==> config.mk <==
export PLATFORM = sky130hd
export DESIGN_NAME = vga_scene_engine
export DESIGN_NICKNAME = d
export VERILOG_FILES = /design/src/rtl/vga_scene_engine.sv
export SDC_FILE = /design/constraint.sdc
export NUM_CORES = 1
export LEC_CHECK = 0
export CAP_MARGIN = 20
export CORE_ASPECT_RATIO = 0.8
export CORE_MARGIN = 2
export CORE_UTILIZATION = 30
export DETAILED_ROUTE_END_ITERATION = 10
export PLACE_DENSITY_LB_ADDON = 0.3
export SYNTH_ARGS = -nofsm -noshare
export SYNTH_HDL_FRONTEND = slang
export SYNTH_SLANG_ARGS = --single-unit
==> constraint.sdc <==
create_clock -name clk -period 6 [get_ports clk]
set_clock_uncertainty 0.15 [all_clocks]
set_input_delay 1.8 -clock clk [delete_from_list [all_inputs] [get_ports clk]]
set_output_delay 1.8 -clock clk [all_outputs]
set_load 0.05 [all_outputs]
==> src/rtl/vga_scene_engine.sv <==
// VGA timing generator and scene compositor: grid, frog box and NUM_CARS car boxes on a 2-stage pixel pipeline.
// Optional macro COLLISION_DETECT_EN builds the per-frame frog/car collision detector.

module vga_scene_engine #(
  parameter int unsigned H_DISPLAY  = 640,
  parameter int unsigned H_FP       = 16,
  parameter int unsigned H_SYNC     = 96,
  parameter int unsigned H_BP       = 48,
  parameter int unsigned V_DISPLAY  = 480,
  parameter int unsigned V_FP       = 10,
  parameter int unsigned V_SYNC     = 2,
  parameter int unsigned V_BP       = 33,
  parameter int unsigned NUM_CARS   = 10,
  parameter int unsigned OBJ_SIZE   = 32,
  parameter int unsigned GRID_SHIFT = 5,
  parameter bit          SYNC_POL   = 1'b1
) (
  input  logic                     clk,
  input  logic                     rst_n,
  input  logic [9:0]               frog_x,
  input  logic [9:0]               frog_y,
  input  logic [10*NUM_CARS-1:0]   car_x,
  input  logic [10*NUM_CARS-1:0]   car_y,
  input  logic [NUM_CARS-1:0]      car_en,
  output logic [2:0]               red,
  output logic [2:0]               green,
  output logic [2:0]               blue,
  output logic                     hsync,
  output logic                     vsync,
  output logic                     frame_start,
  output logic                     collision,
  output logic [3:0]               collision_idx
);

  localparam int unsigned H_TOTAL = H_DISPLAY + H_FP + H_SYNC + H_BP;
  localparam int unsigned V_TOTAL = V_DISPLAY + V_FP + V_SYNC + V_BP;
  localparam int unsigned HW      = $clog2(H_TOTAL);
  localparam int unsigned VW      = $clog2(V_TOTAL);
  localparam int unsigned PW      = 10;
  localparam int unsigned CW      = 11;
  localparam logic [8:0]  RGB_GREEN = 9'b000_111_000;
  localparam logic [8:0]  RGB_RED   = 9'b111_000_000;
  localparam logic [8:0]  RGB_GRID  = 9'b100_100_100;

  // Stage 0: raster counters
  logic [HW-1:0] h_q, h_d;
  logic [VW-1:0] v_q, v_d;
  logic          frame_end_c;

  always_comb begin
    h_d         = h_q + HW'(1);
    v_d         = v_q;
    frame_end_c = 1'b0;
    if (h_q == HW'(H_TOTAL - 1)) begin
      h_d = '0;
      if (v_q == VW'(V_TOTAL - 1)) begin
        v_d         = '0;
        frame_end_c = 1'b1;
      end else begin
        v_d = v_q + VW'(1);
      end
    end
  end

  // Shadow copies of object positions, refreshed only at the last counter position of a frame
  logic [PW-1:0]          frog_x_q, frog_y_q;
  logic [PW*NUM_CARS-1:0] car_x_q, car_y_q;
  logic [NUM_CARS-1:0]    car_en_q;

  always_ff @(posedge clk) begin
    if (!rst_n) begin
      h_q      <= '0;
      v_q      <= '0;
      frog_x_q <= '0;
      frog_y_q <= '0;
      car_x_q  <= '0;
      car_y_q  <= '0;
      car_en_q <= '0;
    end else begin
      h_q <= h_d;
      v_q <= v_d;
      if (frame_end_c) begin
        frog_x_q <= frog_x;
        frog_y_q <= frog_y;
        car_x_q  <= car_x;
        car_y_q  <= car_y;
        car_en_q <= car_en;
      end
    end
  end

  // Box hit test widened to 11 bits so x+OBJ_SIZE never wraps back to the left edge
  function automatic logic obj_hit(input logic [PW-1:0] ox, input logic [PW-1:0] oy,
                                   input logic [CW-1:0] h, input logic [CW-1:0] v);
    logic [CW-1:0] x0;
    logic [CW-1:0] y0;
    x0 = CW'(ox);
    y0 = CW'(oy);
    return (h >= x0) && (h < x0 + CW'(OBJ_SIZE)) && (v >= y0) && (v < y0 + CW'(OBJ_SIZE));
  endfunction

  // Stage 1: per-pixel classification
  logic                active_s1_q, active_s1_d;
  logic                grid_s1_q, grid_s1_d;
  logic                frog_s1_q, frog_s1_d;
  logic [NUM_CARS-1:0] car_s1_q, car_s1_d;
  logic                hs_s1_q, hs_s1_d;
  logic                vs_s1_q, vs_s1_d;
  logic                frame_s1_q, frame_s1_d;
  logic [CW-1:0]       hx_c, vy_c;

  always_comb begin
    hx_c        = CW'(h_q);
    vy_c        = CW'(v_q);
    active_s1_d = (hx_c < CW'(H_DISPLAY)) && (vy_c < CW'(V_DISPLAY));
    grid_s1_d   = (h_q[GRID_SHIFT-1:0] == '0) || (v_q[GRID_SHIFT-1:0] == '0);
    frog_s1_d   = obj_hit(frog_x_q, frog_y_q, hx_c, vy_c);
    car_s1_d    = '0;
    for (int i = 0; i < int'(NUM_CARS); i++) begin
      car_s1_d[i] = car_en_q[i] && obj_hit(car_x_q[PW*i +: PW], car_y_q[PW*i +: PW], hx_c, vy_c);
    end
    hs_s1_d    = (hx_c >= CW'(H_DISPLAY + H_FP)) && (hx_c < CW'(H_DISPLAY + H_FP + H_SYNC));
    vs_s1_d    = (vy_c >= CW'(V_DISPLAY + V_FP)) && (vy_c < CW'(V_DISPLAY + V_FP + V_SYNC));
    frame_s1_d = (h_q == '0) && (v_q == '0);
  end

  // Stage 2: colour priority and sync polarity
  logic [8:0] rgb_q, rgb_d;
  logic       hs_q, hs_d, vs_q, vs_d, fs_q;

  always_comb begin
    rgb_d = '0;
    if (active_s1_q) begin
      if (frog_s1_q)       rgb_d = RGB_GREEN;
      else if (|car_s1_q)  rgb_d = RGB_RED;
      else if (grid_s1_q)  rgb_d = RGB_GRID;
    end
    hs_d = hs_s1_q ? SYNC_POL : ~SYNC_POL;
    vs_d = vs_s1_q ? SYNC_POL : ~SYNC_POL;
  end

  always_ff @(posedge clk) begin
    if (!rst_n) begin
      active_s1_q <= 1'b0;
      grid_s1_q   <= 1'b0;
      frog_s1_q   <= 1'b0;
      car_s1_q    <= '0;
      hs_s1_q     <= 1'b0;
      vs_s1_q     <= 1'b0;
      frame_s1_q  <= 1'b0;
      rgb_q       <= '0;
      hs_q        <= ~SYNC_POL;
      vs_q        <= ~SYNC_POL;
      fs_q        <= 1'b0;
    end else begin
      active_s1_q <= active_s1_d;
      grid_s1_q   <= grid_s1_d;
      frog_s1_q   <= frog_s1_d;
      car_s1_q    <= car_s1_d;
      hs_s1_q     <= hs_s1_d;
      vs_s1_q     <= vs_s1_d;
      frame_s1_q  <= frame_s1_d;
      rgb_q       <= rgb_d;
      hs_q        <= hs_d;
      vs_q        <= vs_d;
      fs_q        <= frame_s1_q;
    end
  end

  assign red         = rgb_q[8:6];
  assign green       = rgb_q[5:3];
  assign blue        = rgb_q[2:0];
  assign hsync       = hs_q;
  assign vsync       = vs_q;
  assign frame_start = fs_q;

`ifdef COLLISION_DETECT_EN
  // Sticky overlap flag for the frame in flight; published together with frame_start
  logic       sticky_q, sticky_d, coll_q, coll_d, hit_now_c;
  logic [3:0] sidx_q, sidx_d, cidx_q, cidx_d, low_idx_c;

  always_comb begin
    hit_now_c = active_s1_q && frog_s1_q && (|car_s1_q);
    low_idx_c = '0;
    for (int i = int'(NUM_CARS) - 1; i >= 0; i--) begin
      if (car_s1_q[i]) low_idx_c = 4'(i);
    end
    sticky_d = sticky_q;
    sidx_d   = sidx_q;
    coll_d   = coll_q;
    cidx_d   = cidx_q;
    if (frame_s1_q) begin
      coll_d   = sticky_q;
      cidx_d   = sidx_q;
      sticky_d = hit_now_c;
      sidx_d   = hit_now_c ? low_idx_c : 4'd0;
    end else if (hit_now_c) begin
      sticky_d = 1'b1;
      if (!sticky_q || (low_idx_c < sidx_q)) sidx_d = low_idx_c;
    end
  end

  always_ff @(posedge clk) begin
    if (!rst_n) begin
      sticky_q <= 1'b0;
      sidx_q   <= '0;
      coll_q   <= 1'b0;
      cidx_q   <= '0;
    end else begin
      sticky_q <= sticky_d;
      sidx_q   <= sidx_d;
      coll_q   <= coll_d;
      cidx_q   <= cidx_d;
    end
  end

  assign collision     = coll_q;
  assign collision_idx = cidx_q;
`else
  assign collision     = 1'b0;
  assign collision_idx = 4'd0;
`endif

endmodule
==> results of run 1 <==
==> registers in the layout, summed over array words and instances, names as in the netlist <==
register	cells
car_en_q	10
frog_x_q	10
grid_s1_q	1
h_q	10
car_x_q	100
frog_y_q	10
rgb_q	5
frame_start	1
frog_s1_q	1
hsync	1
car_s1_q	10
car_y_q	100
vsync	1
frame_s1_q	1
active_s1_q	1
hs_s1_q	1
vs_s1_q	1
v_q	10
==> per-stage QoR <==
step	cells	cell area [um2]	utilization, %	hold slack, ns	power (mW)
final	3546	24100	36.9	0.300	4.40
after global routing	3544	24100	36.9	0.317	4.56
after CTS	3544	24100	36.9	0.302	4.47
after detailed placement	3483	22900	35.1	0.292	2.22
after global placement	3483	22900	35.1	0.275	2.22
after floorplan	2450	19800	-	0.262	2.00
==> layer usage <==
metal	vias to the layer above	wire length, um
li1	8859	-
met1	7668	30800
met2	286	24400
met3	68	2900
met4	12	1070
met5	-	78
==> worst min path at each step <==
stage / startpoint / end / depth (start not counted)
final: car_x_q[1] / car_x_q[1] / 2
after global routing: car_x_q[32] / car_x_q[32] / 2
after detailed placement: hs_s1_q / hsync / 1
after CTS: car_y_q[91] / car_y_q[91] / 2
after global placement: hs_s1_q / hsync / 1
after floorplan: frame_s1_q / frame_start / 1
==> cell type report <==
class / count / area, um2 / area share, %
multi-input combinational: 1837 / 12800 / 53.1
sequential: 274 / 5490 / 22.7
timing repair buffer: 266 / 2630 / 10.9
tap: 860 / 1080 / 4.46
clock buffer: 48 / 1030 / 4.26
inverter: 246 / 923 / 3.83
clock inverter: 13 / 170 / 0.705
antenna: 2 / 5.00 / 0.0207
==> cells by family (layout without fill, tap and decap cells) <==
logic type | count (synthesis) | in the layout | synth area share (%)
other | 1 | 9 | 0.0190
AO/OA/AOI/OAI | 577 | 577 | 20.2
flip-flops | 274 | 274 | 27.8
AND/OR/NAND/NOR | 819 | 819 | 18.5
XOR/XNOR | 78 | 78 | 3.46
buffers and inverters | 339 | 573 | 7.48
adder cells (fa/ha/maj) | 356 | 356 | 22.6
==> synthesized netlist by cell type, types with 13 or more instances <==
master	n	area (um2)
and3_1	16	100
nand2b_1	22	138
a2111oi_0	13	114
o2111ai_1	16	140
nor3_1	36	180
o211ai_1	17	128
xnor2_1	68	596
a21o_1	33	248
nor2_1	54	203
dfxtp_1	274	5490
nor2b_1	22	138
nand3_1	76	380
a211oi_1	32	240
a21boi_0	35	263
clkbuf_1	57	214
nand4_1	26	163
a21oi_1	91	455
ha_1	356	4450
o21bai_1	15	113
buf_6	22	248
o21ai_0	69	345
a21boi_1	200	1500
nand2_1	513	1930
inv_1	246	923
==> power by group through the flow <==
stage               clock (mW)  sequential (mW)  combinational (mW)
floorplan                    0             1.88               0.126
global placement             0             1.88               0.341
detailed placement           0             1.88               0.339
CTS                       2.29             1.84               0.341
global route              2.36             1.84               0.365
finish                    2.22             1.84               0.337
==> cell usage in the layout, fill, tap and decap left out, types with 26 or more instances in the layout <==
cell | Yosys | layout
o21ai_0 | 69 | 69
nand4_1 | 26 | 26
a21o_1 | 33 | 33
a211oi_1 | 32 | 32
a21boi_1 | 200 | 200
nor2_1 | 54 | 54
a21boi_0 | 35 | 35
inv_1 | 246 | 246
xnor2_1 | 68 | 68
nand3_1 | 76 | 76
clkbuf_16 | 0 | 37
dfxtp_1 | 274 | 274
a21oi_1 | 91 | 91
clkdlybuf4s50_1 | 0 | 240
nand2_1 | 513 | 512
ha_1 | 356 | 356
nor3_1 | 36 | 36
==> tightest hold or removal path, cell delays in order, from the launching register on <==
cell,delay (ns)
dfxtp_1,0.30
nand2_1,0.05
a21boi_1,0.05
==> metrics.cfg, run 1 <==
[outcome]
status=finished, final reports clean

[timing]
fmaxAchievable_ghz=0.265
period_needed_ns=3.77
grt_setup_unrepaired=false
worst_slack_ns=2.23
finalSetupViolations=0
hold_viol=0
drv_slew=0
finalSetupTns_ns=0
tightest_slew_ns=0.981
relSlewSlack_pct=34.5
finalCritPeriodShare_pct=62.9

[synthesis]
synth_edf_count=0
async_flop_share_pct=0
yosys_warnings=0
synthCells=2444
ys_types=59
synth.yosys.seq_area_share_pct=27.8
syn-mean-instance-area_um2=8.08
ys_seq_elements=274
synth.cell_area_um2=19700
synthFlopType=dfxtp_1

[global_routing]
antenna_found_initial=8
grt_max_degree=116
grt.busiest_layer=met2
grt_pass1_vias=15909
grt_pass1_wl_um=91900
grt_use_met2_pct=26.2
grtUsageMet3_pct=3.56
overflow=0
track_usage_pct=17.3
use_met1_pct=24.9

[place]
dp_slack_ns=2.37
place_congestion=0.867
numPortBuffers=241
post-dp-hpwl_um=43500

[power]
vdd_drop_max_mv=0.143
seqPwrFrac_pct=41.8
p_clk_share_pct=50.5
power.leakage_nw=9.27
combPwrFrac_pct=7.7
netSwitchingFraction_pct=22.8
p_sw_mw=1.00
power_density_nw_per_um2=182
intPower_mw=3.40

[cts]
cts_root_buffer=clkbuf_16
post_cts.repair.setup_buffers=0
clk_path_buf_depth=3
cts_buffers=35
clk-insertion-delay-late_ns=0.54
cts_sinks=274
ctsResizeCount=0
path_clk_slew_ns=0.06
htree_levels=2
cts_tree=yes
cts_hold_buf=0

[route]
dr.pass1.iters=5
vias_per_cell=4.76
drt-total-wl_um=59300
drt_iter0_drc=790
detail_route.drc_violations=0
wl_per_cell_um=16.7
ant_nets=0
num_vias=16893

[setup_path]
endpoint=hsync
r2r-end=car_y_q[3]
crit_arrival_ns=1.82
cp.required_ns=4.05
r2r-start=h_q[1]
ff2ff_setup_slack_ns=2.55
worstSetupEndpointType=output pin
cp_num_cells=1
crit_path_cell_trace=clkdlybuf4s50_1
crit_buf_inv=1
critPathKind=reg2out
startpoint=hsync
slowest_delay_ns=0.85
slowest_stage=clkdlybuf4s50_1
cp_max_fo=1
rr_worst_depth=7
path_delay_family=buffers and inverters
critPathLaunchType=flop

[final_layout]
nNetsFinal=3248
drive_gt1_share_pct=3.35
syn2layout_area_growth_pct=22.2
fill_cells=6918

[floorplanning]
core_area_um2=65400
io_pins=249
initial_core_util_pct=30.2
dieArea_um2=67900
die_w_um=291
fp-row-count=84
die_h_um=233

[worst_hold_path]
hold_class=reg2reg

[job]
drv_cap=0

Note: power is estimated with default switching activity, not from simulation.
==> run 2, diff against run 1 <==
Clock period 6 ns to 3.33 ns, I/O delays scaled along.
==> run 2 against run 1 <==
- wire length is 1.5% higher
- first-iteration DRC count increased by 11%
- non-clock buffer count up 19
- critical path depth stayed put
- largest cell class unchanged
- sequential cell count unchanged
- critical path type unchanged
- utilization is 0.34 points higher
- die area unchanged
- worst setup slack lost 1.7 ns
==> metrics.cfg, run 2 (synthesized netlist as in run 1, its figures left out) <==
[timing]
relSlewSlack_pct=33.2  ; was 34.5%
hold_viol=0  ; unchanged
period_needed_ns=2.84
drv_slew=0  ; unchanged
finalSetupTns_ns=0  ; unchanged
finalCritPeriodShare_pct=85.4
fmaxAchievable_ghz=0.352
grt_setup_unrepaired=false  ; unchanged
tightest_slew_ns=1.00  ; was 0.981 ns
finalSetupViolations=0  ; unchanged

[cts]
cts_hold_buf=0  ; unchanged
cts_sinks=274  ; unchanged
clk-insertion-delay-late_ns=0.55  ; was 0.54 ns
cts_tree=yes  ; unchanged
htree_levels=2  ; unchanged
cts_buffers=36  ; was 35
post_cts.repair.setup_buffers=0  ; unchanged
ctsResizeCount=0  ; unchanged
cts_root_buffer=clkbuf_16  ; unchanged
path_clk_slew_ns=0.05  ; was 0.06 ns
clk_path_buf_depth=3  ; unchanged

[final_layout]
nNetsFinal=3268  ; was 3,248
syn2layout_area_growth_pct=23.3  ; was 22.2%
final_common_cell=nand2_1  ; unchanged
fin_area_um2=24300  ; was 24,100 um2
fill_cells=6822  ; was 6,918
layout_common_cells=512 x nand2_1, 356 x ha_1, 274 x dfxtp_1  ; unchanged
utilization_pct=37.2  ; was 36.9%
drive_gt1_share_pct=4.03  ; was 3.35%
layout.cells.non_filler=3566  ; was 3,546
reg.largest.list=car_x_q: 100 flops, car_y_q: 100 flops  ; unchanged

[place]
post-dp-hpwl_um=45700  ; was 43,500 um
post_dp_cell_area_um2=23100  ; was 22,900 um2
numPortBuffers=241  ; unchanged
place_congestion=0.875  ; was 0.867
placedCellCount=3502  ; was 3,483

[outcome]
status=finished, final reports clean  ; unchanged

[global_routing]
grt_pass1_vias=16322  ; was 15,909
grt_max_degree=120  ; was 116
track_usage_pct=17.5  ; was 17.3%
overflow=0  ; unchanged
grt_pass1_wl_um=93600  ; was 91,900 um
antenna_found_initial=10  ; was 8

[floorplanning]
fp-row-count=84  ; unchanged
core_area_um2=65400  ; unchanged
initial_core_util_pct=30.2  ; unchanged
dieArea_um2=67900  ; unchanged
die_h_um=233  ; unchanged
io_pins=249  ; unchanged
die_w_um=291  ; unchanged

[route]
dr.pass1.iters=5  ; unchanged
vias_per_cell=4.78  ; was 4.76
detail_route.drc_violations=0  ; unchanged
drt_iter0_drc=874  ; was 790
drt-total-wl_um=60200  ; was 59,300 um
wl_per_cell_um=16.9  ; was 16.7 um
num_vias=17061  ; was 16,893
ant_nets=0  ; unchanged

[setup_path]
slowest_delay_ns=0.82  ; was 0.85 ns
path_delay_family=buffers and inverters  ; unchanged
worstSetupEndpointType=output pin  ; unchanged
crit_arrival_ns=1.69  ; was 1.82 ns
critPathKind=reg2out  ; unchanged
crit_path_cell_trace=clkdlybuf4s50_1  ; unchanged
cp.required_ns=2.18  ; was 4.05 ns
cp_max_fo=1  ; unchanged
critPathLaunchType=flop  ; unchanged
slowest_stage=clkdlybuf4s50_1  ; unchanged
crit_buf_inv=1  ; unchanged

[power]
power_density_nw_per_um2=325  ; was 182 nW/um2
vdd_drop_max_mv=0.269  ; was 0.143 mV
total_power_mw=7.92  ; was 4.40 mW
power.leakage_nw=9.39  ; was 9.27 nW

[worst_hold_path]
hold_class=reg2reg  ; unchanged

[job]
drv_cap=0  ; unchanged

run 2: changes by cell type in the layout (fill, tap and decap cells not counted):
cell,before,now
bufinv_16,4,3
clkbuf_8,6,8
buf_12,2,8
clkinv_2,7,4
buf_4,23,36
diode_2,2,3
clkinv_4,0,2
run 2: final timing paths:
check	slack [ns]	start	cells after the start	to
worst min-delay path	0.30	car_y_q[82]	2	car_y_q[82]
worst min register to register	0.30	car_y_q[82]	2	car_y_q[82]
worst max register to register	0.61	h_q[0]	7	car_y_q[73]
worst max-delay path	0.49	hsync	1	hsync
run 2: final cells by class:
| type | count | area [um2] | area share [%] |
|---|---|---|---|
| inverter | 246 | 923 | 3.79 |
| multi-input combinational | 1837 | 12800 | 52.6 |
| antenna | 3 | 7.51 | 0.0308 |
| sequential | 274 | 5490 | 22.5 |
| tap | 860 | 1080 | 4.42 |
| timing repair buffer | 285 | 2840 | 11.7 |
| clock inverter | 11 | 143 | 0.586 |
| clock buffer | 50 | 1050 | 4.33 |
run 2: stage by stage:
stage          worst slack [ns]  hold WS [ns]
5_1_grt                   0.405         0.319
3_3_place_gp              0.653         0.292
6_report                  0.487         0.300
2_1_floorplan             0.864         0.262
4_1_cts                   0.447         0.302
3_5_place_dp              0.478         0.295
run 2: where the power goes:
part / internal (mW) / switching (mW) / total (mW)
clock: 2.44 / 1.55 / 3.99
sequential: 3.29 / 0.00822 / 3.30
combinational: 0.372 / 0.264 / 0.636
run 2: layer usage:
metal	vias up	track usage, %	share of wire [%]	wire, um
li1	8901	-	-	-
met1	7788	25.0	51	30700
met2	282	26.7	42	25000
met3	76	3.76	5.1	3090
met4	14	4.21	2.1	1290
met5	-	0	0.16	94
